## src/rtl/i2s_pkg.sv

```systemverilog
// Shared I2S definitions for the transmit and receive chains.
package i2s_pkg;

    localparam int unsigned I2S_SAMPLE_WIDTH = 24;

    localparam logic I2S_LEFT  = 1'b0;
    localparam logic I2S_RIGHT = 1'b1;

    typedef enum logic [1:0] {
        SYNC  = 2'd0,
        LEFT  = 2'd1,
        RIGHT = 2'd2
    } i2s_state_e;

endpackage

```

## src/rtl/i2s_sync_edge.sv

```systemverilog
// Multi-stage synchroniser for one asynchronous input, with edge pulses
// derived from the synchronised level.
module i2s_sync_edge #(
    parameter int unsigned SYNC_STAGES = 2
) (
    input  logic clk,
    input  logic rst_n,
    input  logic din,
    output logic q,
    output logic rise_c,
    output logic fall_c
);

    logic [SYNC_STAGES-1:0] chain_q;
    logic                   prev_q;

    always_ff @(posedge clk or negedge rst_n) begin
        if (!rst_n) begin
            chain_q <= '0;
            prev_q  <= 1'b0;
        end else begin
            chain_q <= {chain_q[SYNC_STAGES-2:0], din};
            prev_q  <= chain_q[SYNC_STAGES-1];
        end
    end

    assign q      = chain_q[SYNC_STAGES-1];
    assign rise_c = q & ~prev_q;
    assign fall_c = ~q & prev_q;

endmodule

```

## src/rtl/i2s_rx_deserializer.sv

```systemverilog
// I2S receiver: oversamples the external bus, deserialises left/right slots
// and presents complete stereo frames on a valid/ready interface.
module i2s_rx_deserializer
    import i2s_pkg::*;
#(
    parameter int unsigned SAMPLE_WIDTH = I2S_SAMPLE_WIDTH,
    parameter int unsigned SYNC_STAGES  = 2
) (
    input  logic                    clk,
    input  logic                    rst_n,
    input  logic                    enable,
    input  logic                    i2s_sclk,
    input  logic                    i2s_lrclk,
    input  logic                    i2s_sdata,
    output logic [SAMPLE_WIDTH-1:0] left_data,
    output logic [SAMPLE_WIDTH-1:0] right_data,
    output logic                    valid,
    input  logic                    ready,
    output logic                    overrun,
    output logic                    short_slot,
    input  logic                    clear_flags
);

    localparam int unsigned     CNT_W   = $clog2(SAMPLE_WIDTH + 1);
    localparam logic [CNT_W-1:0] CNT_MAX = CNT_W'(SAMPLE_WIDTH);

    logic sclk_q, sclk_rise_c, sclk_fall_c;
    logic lr_q, lr_rise_c, lr_fall_c;
    logic sd_q, sd_rise_c, sd_fall_c;
    logic unused_edges;

    i2s_sync_edge #(.SYNC_STAGES(SYNC_STAGES)) u_sync_sclk (
        .clk    (clk),
        .rst_n  (rst_n),
        .din    (i2s_sclk),
        .q      (sclk_q),
        .rise_c (sclk_rise_c),
        .fall_c (sclk_fall_c)
    );

    i2s_sync_edge #(.SYNC_STAGES(SYNC_STAGES)) u_sync_lrclk (
        .clk    (clk),
        .rst_n  (rst_n),
        .din    (i2s_lrclk),
        .q      (lr_q),
        .rise_c (lr_rise_c),
        .fall_c (lr_fall_c)
    );

    i2s_sync_edge #(.SYNC_STAGES(SYNC_STAGES)) u_sync_sdata (
        .clk    (clk),
        .rst_n  (rst_n),
        .din    (i2s_sdata),
        .q      (sd_q),
        .rise_c (sd_rise_c),
        .fall_c (sd_fall_c)
    );

    assign unused_edges = ^{sclk_q, sclk_fall_c, lr_rise_c, lr_fall_c, sd_rise_c, sd_fall_c};

    i2s_state_e              state_q, state_d;
    logic                    lr_prev_q, lr_prev_d;
    logic [CNT_W-1:0]        bit_cnt_q, bit_cnt_d;
    logic [SAMPLE_WIDTH-1:0] shift_q, shift_d;
    logic [SAMPLE_WIDTH-1:0] left_hold_q, left_hold_d;
    logic [SAMPLE_WIDTH-1:0] left_data_q, left_data_d;
    logic [SAMPLE_WIDTH-1:0] right_data_q, right_data_d;
    logic                    valid_q, valid_d;
    logic                    overrun_q, overrun_d;
    logic                    short_q, short_d;

    logic                    lr_change_c;
    logic                    cnt_full_c;
    logic [SAMPLE_WIDTH-1:0] shift_in_c;
    logic [CNT_W-1:0]        cnt_in_c;
    logic [SAMPLE_WIDTH-1:0] slot_final_c;
    logic                    slot_short_c;
    logic                    publish_c;
    logic                    short_set_c;
    logic                    overrun_set_c;

    // The bit sampled at an LR change still belongs to the slot being closed.
    assign lr_change_c  = sclk_rise_c && (lr_q != lr_prev_q);
    assign cnt_full_c   = (bit_cnt_q == CNT_MAX);
    assign shift_in_c   = cnt_full_c ? shift_q : {shift_q[SAMPLE_WIDTH-2:0], sd_q};
    assign cnt_in_c     = cnt_full_c ? bit_cnt_q : bit_cnt_q + CNT_W'(1);
    assign slot_final_c = shift_in_c << (CNT_MAX - cnt_in_c);
    assign slot_short_c = (cnt_in_c != CNT_MAX);

    always_ff @(posedge clk or negedge rst_n) begin
        if (!rst_n) begin
            state_q <= SYNC;
        end else begin
            state_q <= state_d;
        end
    end

    always_comb begin
        state_d       = state_q;
        lr_prev_d     = sclk_rise_c ? lr_q : lr_prev_q;
        bit_cnt_d     = bit_cnt_q;
        shift_d       = shift_q;
        left_hold_d   = left_hold_q;
        left_data_d   = left_data_q;
        right_data_d  = right_data_q;
        valid_d       = valid_q && !ready;
        publish_c     = 1'b0;
        short_set_c   = 1'b0;
        overrun_set_c = 1'b0;

        if (!enable) begin
            state_d   = SYNC;
            bit_cnt_d = '0;
            shift_d   = '0;
        end else if (sclk_rise_c) begin
            case (state_q)
                SYNC: begin
                    if (lr_change_c && (lr_q == I2S_LEFT)) begin
                        state_d   = LEFT;
                        bit_cnt_d = '0;
                        shift_d   = '0;
                    end
                end
                LEFT: begin
                    if (lr_change_c) begin
                        left_hold_d = slot_final_c;
                        short_set_c = slot_short_c;
                        bit_cnt_d   = '0;
                        shift_d     = '0;
                        state_d     = RIGHT;
                    end else begin
                        shift_d   = shift_in_c;
                        bit_cnt_d = cnt_in_c;
                    end
                end
                RIGHT: begin
                    if (lr_change_c) begin
                        publish_c   = 1'b1;
                        short_set_c = slot_short_c;
                        bit_cnt_d   = '0;
                        shift_d     = '0;
                        state_d     = LEFT;
                    end else begin
                        shift_d   = shift_in_c;
                        bit_cnt_d = cnt_in_c;
                    end
                end
                default: state_d = SYNC;
            endcase
        end

        // A held, unaccepted frame wins over the new one.
        if (publish_c) begin
            if (valid_q && !ready) begin
                overrun_set_c = 1'b1;
            end else begin
                left_data_d  = left_hold_q;
                right_data_d = slot_final_c;
                valid_d      = 1'b1;
            end
        end

        overrun_d = overrun_set_c | (overrun_q & ~clear_flags);
        short_d   = short_set_c | (short_q & ~clear_flags);
    end

    always_ff @(posedge clk or negedge rst_n) begin
        if (!rst_n) begin
            lr_prev_q    <= 1'b0;
            bit_cnt_q    <= '0;
            shift_q      <= '0;
            left_hold_q  <= '0;
            left_data_q  <= '0;
            right_data_q <= '0;
            valid_q      <= 1'b0;
            overrun_q    <= 1'b0;
            short_q      <= 1'b0;
        end else begin
            lr_prev_q    <= lr_prev_d;
            bit_cnt_q    <= bit_cnt_d;
            shift_q      <= shift_d;
            left_hold_q  <= left_hold_d;
            left_data_q  <= left_data_d;
            right_data_q <= right_data_d;
            valid_q      <= valid_d;
            overrun_q    <= overrun_d;
            short_q      <= short_d;
        end
    end

    assign left_data  = left_data_q;
    assign right_data = right_data_q;
    assign valid      = valid_q;
    assign overrun    = overrun_q;
    assign short_slot = short_q;

endmodule
```

## config.mk

```make
export PLATFORM = sky130hd
export DESIGN_NAME = i2s_rx_deserializer
export DESIGN_NICKNAME = d
export VERILOG_FILES = /design/src/rtl/i2s_pkg.sv /design/src/rtl/i2s_sync_edge.sv /design/src/rtl/i2s_rx_deserializer.sv
export SDC_FILE = /design/constraint.sdc
export NUM_CORES = 1
export LEC_CHECK = 0
export ABC_AREA = 1
export BUFFER_PORTS_ARGS = -buffer_cell sky130_fd_sc_hd__clkbuf_2
export CELL_PAD_IN_SITES_DETAIL_PLACEMENT = 0
export CELL_PAD_IN_SITES_GLOBAL_PLACEMENT = 1
export CORE_ASPECT_RATIO = 1.5
export CORE_MARGIN = 4
export CORE_UTILIZATION = 44
export DETAILED_ROUTE_END_ITERATION = 6
export PLACE_DENSITY_LB_ADDON = 0.1
export SLEW_MARGIN = 20
export SYNTH_ARGS = -nofsm -noshare
export SYNTH_HDL_FRONTEND = slang
export SYNTH_SLANG_ARGS = --single-unit
```

## constraint.sdc

```tcl
create_clock -name clk -period 3.2 [get_ports clk]
set_clock_uncertainty 0.1 [all_clocks]
set_input_delay 0.16 -clock clk [delete_from_list [all_inputs] [get_ports clk]]
set_output_delay 0.16 -clock clk [all_outputs]
set_load 0.02 [all_outputs]
```

==> impl_metrics.yaml <==
outcome:
  status: "finished clean"
placed_design:
  portBuffers: 58
  routabilityCongestion: 0.883
  post-place-ws_ns: 0.283
  dp_hpwl_um: 11500
  dp_cells: 1012
clock_tree:
  clk_pin_slew_ns: 0.06
  tritoncts: "yes"
  htreeDepth: 4
  clockBufferDepth: 2
  clkLatencyLatePin_ns: 0.41
  numCtsBuffers: 17
  clock-sinks: 114
  clk_root_buffer_cell: "clkbuf_16"
logic_synthesis:
  synth_top_family_by_area: "simple AND/OR/NAND/NOR gates"
  yosys.area_share.simple: 0.366
  synth_ff_type: "dfrtp_1"
  syn_area_per_cell_um2: 7.39
  syn-cell-area_um2: 6070
  synthAdderAreaFrac: 0.0124
  ys_warn_count: 0
  yosys-top-cells-area: "dfrtp_1 47%, nand2_1 21%, nand3_1 12%, inv_1 3.0%, o21ai_0 2.6%"
  synth_top_cell_area_share: 0.470
  synth_edf_count: 0
  synth_xor_area_frac: 0.00598
  synth_cells: 821
  syn_nets: 835
  synth_compound_area_frac: 0.0730
  yosysTopAreaCell: "dfrtp_1"
  ys_ff_latch: 114
  synthDistinctLibCells: 32
  synth.mux.area_fraction: 0
  synthArstFlopShare: 1.00
  yosysSeqAreaShare: 0.470
critical_path:
  criticalPathCategory: "flip-flop to flip-flop"
  cpPeakStageDelay_ns: 0.41
  rrSetupSlack_ns: 0.33
  setup.worst_path.start: "bit_cnt_q[0]"
  critPathRequiredTime_ns: 3.44
  cp_cell_sequence: "inv_1 > ha_1 > nand2_1 > inv_1 > nand2_2 > buf_4 > nand2_1 > nand2_2 > nand2_4 > inv_2 > nand3_1 > nand2_1 > nand2_1 > nand3_1 > nand3_1 > nand2_1"
  r2r_end: "right_data[19]"
  worstPathMaxFanout: 31
  cp_slowest_cell: "dfrtp_1"
  crit_path_end_kind: "flip-flop"
  reg2reg_from: "bit_cnt_q[0]"
  crit_top_cell: "nand2_1"
  cp.arrival_ns: 3.11
  setup.worst_path.start_class: "flip-flop"
  reg2reg_depth: 16
flow_run:
  maxCapViolations: 0
power_and_ir_drop:
  vdd_ir_drop_max_mv: 0.373
  p_per_area_nw_per_um2: 638
  p_leak_nw: 3.78
  finalPower_w: 0.00456
floorplan:
  start_util: 0.449
  rows: 52
  ios: 59
  die-height_um: 152
  fp.coreArea_um2: 13500
  die_x_um: 104
  die_area_um2: 15800
final_layout:
  final_core_util: 0.528
  seqCellArea_um2: 2850
  nets: 891
  drive_gt1_frac: 0.142
  multi_input_comb_area_um2: 2780
  fillers: 1329
  layout.cells.non_filler: 1052
  antennaDiodeCount: 0
  synthToLayoutAreaGrowth_pct: 17.7
detailed_routing:
  post_drt_wl_per_cell_um: 15.1
  drc: 0
  drt-initial-drc-count: 289
  vias: 5498
  vias_per_cell: 5.23
  ant_nets: 0
  routed_wl_um: 15900
  firstDrtPassIters: 5
timing:
  max-slew-margin-rel: 0.352
  setup_ws_ns: 0.329
  fin_setup_tns_ns: 0
  final.min_clock_period_ns: 2.87
  tightest_slew_ns: 0.971
  timing.final.crit_share: 0.897
  slew_violations: 0
  rsz0062_at_grt: "false"
  setup_violations: 0
  hold_viol_final: 0
  max_freq_mhz: 348
grt:
  first_global_vias: 5327
  grt_pass1_wl_um: 27400
  overflow: 0
  grt_usage: 0.210
  antenna_found_initial: 0
  grt_max_degree: 77
min_path:
  hold_path_class: "primary input to asynchronous set/reset pin"
-- critical path, delay by kind of cell, from the launching register on --
| family | cells | cell delay, ns |
|---|---|---|
| DFF | 1 | 0.41 |
| and+or+nand+nor | 11 | 1.25 |
| buffers and inverters | 4 | 0.82 |
| adders and majority gates | 1 | 0.20 |
-- routing by layer --
metal  GRT usage  share of wire  wire length [um]  vias to the layer above
li1            -              -                 -                     2793
met1       0.281           0.45              7150                     2567
met2       0.345           0.49              7790                      112
met3      0.0352          0.031               489                       26
met4      0.0754          0.029               457                        0
met5           0              0                 0                        -
-- cell families (layout without fill, tap and decap cells) --
group | Yosys count | in the layout
AO/OA/AOI/OAI | 79 | 79
adder cells (fa/ha/maj) | 6 | 6
buffers and inverters | 99 | 168
XOR/XNOR | 2 | 2
flip-flops | 114 | 114
AND/OR/NAND/NOR | 521 | 521
-- placed cells by master, fill, tap and decap left out, types with 2 or more instances in the layout --
cell type	instances
inv_1	48
ha_1	6
o21ai_0	31
nand2_2	5
clkinv_2	2
clkinv_4	3
clkbuf_2	57
nand4_1	8
o21ai_1	16
a21oi_1	3
clkbuf_16	17
o31ai_1	2
a21oi_2	3
buf_4	15
inv_2	6
dlygate4sd3_1	8
nor2_4	2
nand3_1	148
o22ai_1	23
nand2_1	339
nor2_1	10
nor3_1	2
nand2_4	2
inv_6	5
bufinv_16	3
dfrtp_1	114
clkinvlp_4	2
-- how the worst max path moves through the flow --
stage	depth (start not counted)	to
2_1_floorplan	19	right_data[20]
3_3_place_gp	15	right_data[9]
3_5_place_dp	15	right_data[9]
4_1_cts	15	right_data[9]
5_1_grt	16	right_data[19]
6_report	16	right_data[19]
-- layout make-up --
cell class / instances / share of cell area
flip-flops and latches: 114 / 0.399
multi-input cells: 608 / 0.389
repair buffers: 81 / 0.0697
clock buffers: 18 / 0.0600
inverters: 55 / 0.0294
well taps: 162 / 0.0284
clock inverters: 14 / 0.0249
-- Yosys cell counts, types with 8 or more instances --
| cell | count |
|---|---|
| dfrtp_1 | 114 |
| inv_1 | 48 |
| nor2_1 | 10 |
| nand4_1 | 8 |
| o22ai_1 | 23 |
| nand3_1 | 148 |
| o21ai_0 | 31 |
| o21ai_1 | 16 |
| nand2_1 | 339 |
| buf_2 | 13 |
| clkbuf_1 | 20 |
-- repair_timing --
item	4_1_cts	5_1_grt
setup buffers	0	0
hold buffers	8	0
gates resized for setup	0	1
setup endpoints to repair	0	11
hold endpoints to repair	45	0
-- per-stage QoR --
stage | hold slack [ns] | cell area (um2)
after floorplan | -0.236 | 6070
after global placement | 0.0645 | 6460
after detailed placement | 0.0761 | 6460
after CTS | 0.179 | 7140
after global routing | 0.209 | 7150
final | 0.169 | 7150
-- power breakdown --
| group | switching, W | internal (W) | total, W |
|---|---|---|---|
| logic | 0.000714 | 0.000306 | 0.00102 |
| registers | 0.0000470 | 0.00154 | 0.00158 |
| clock network | 0.000721 | 0.00124 | 0.00196 |
| total | 0.00148 | 0.00308 | 0.00456 |
-- sequential cells by signal (all words and copies together), names as in the netlist --
register and count:
left_data 24, left_hold_q 24, right_data 24, shift_q 24, bit_cnt_q 5, state_q 2, u_sync_lrclk.chain_q 2, u_sync_sclk.chain_q 2
u_sync_sdata.chain_q 2, lr_prev_q 1, overrun 1, short_slot 1, u_sync_sclk.prev_q 1, valid 1
(Power assumes the default switching activity.)
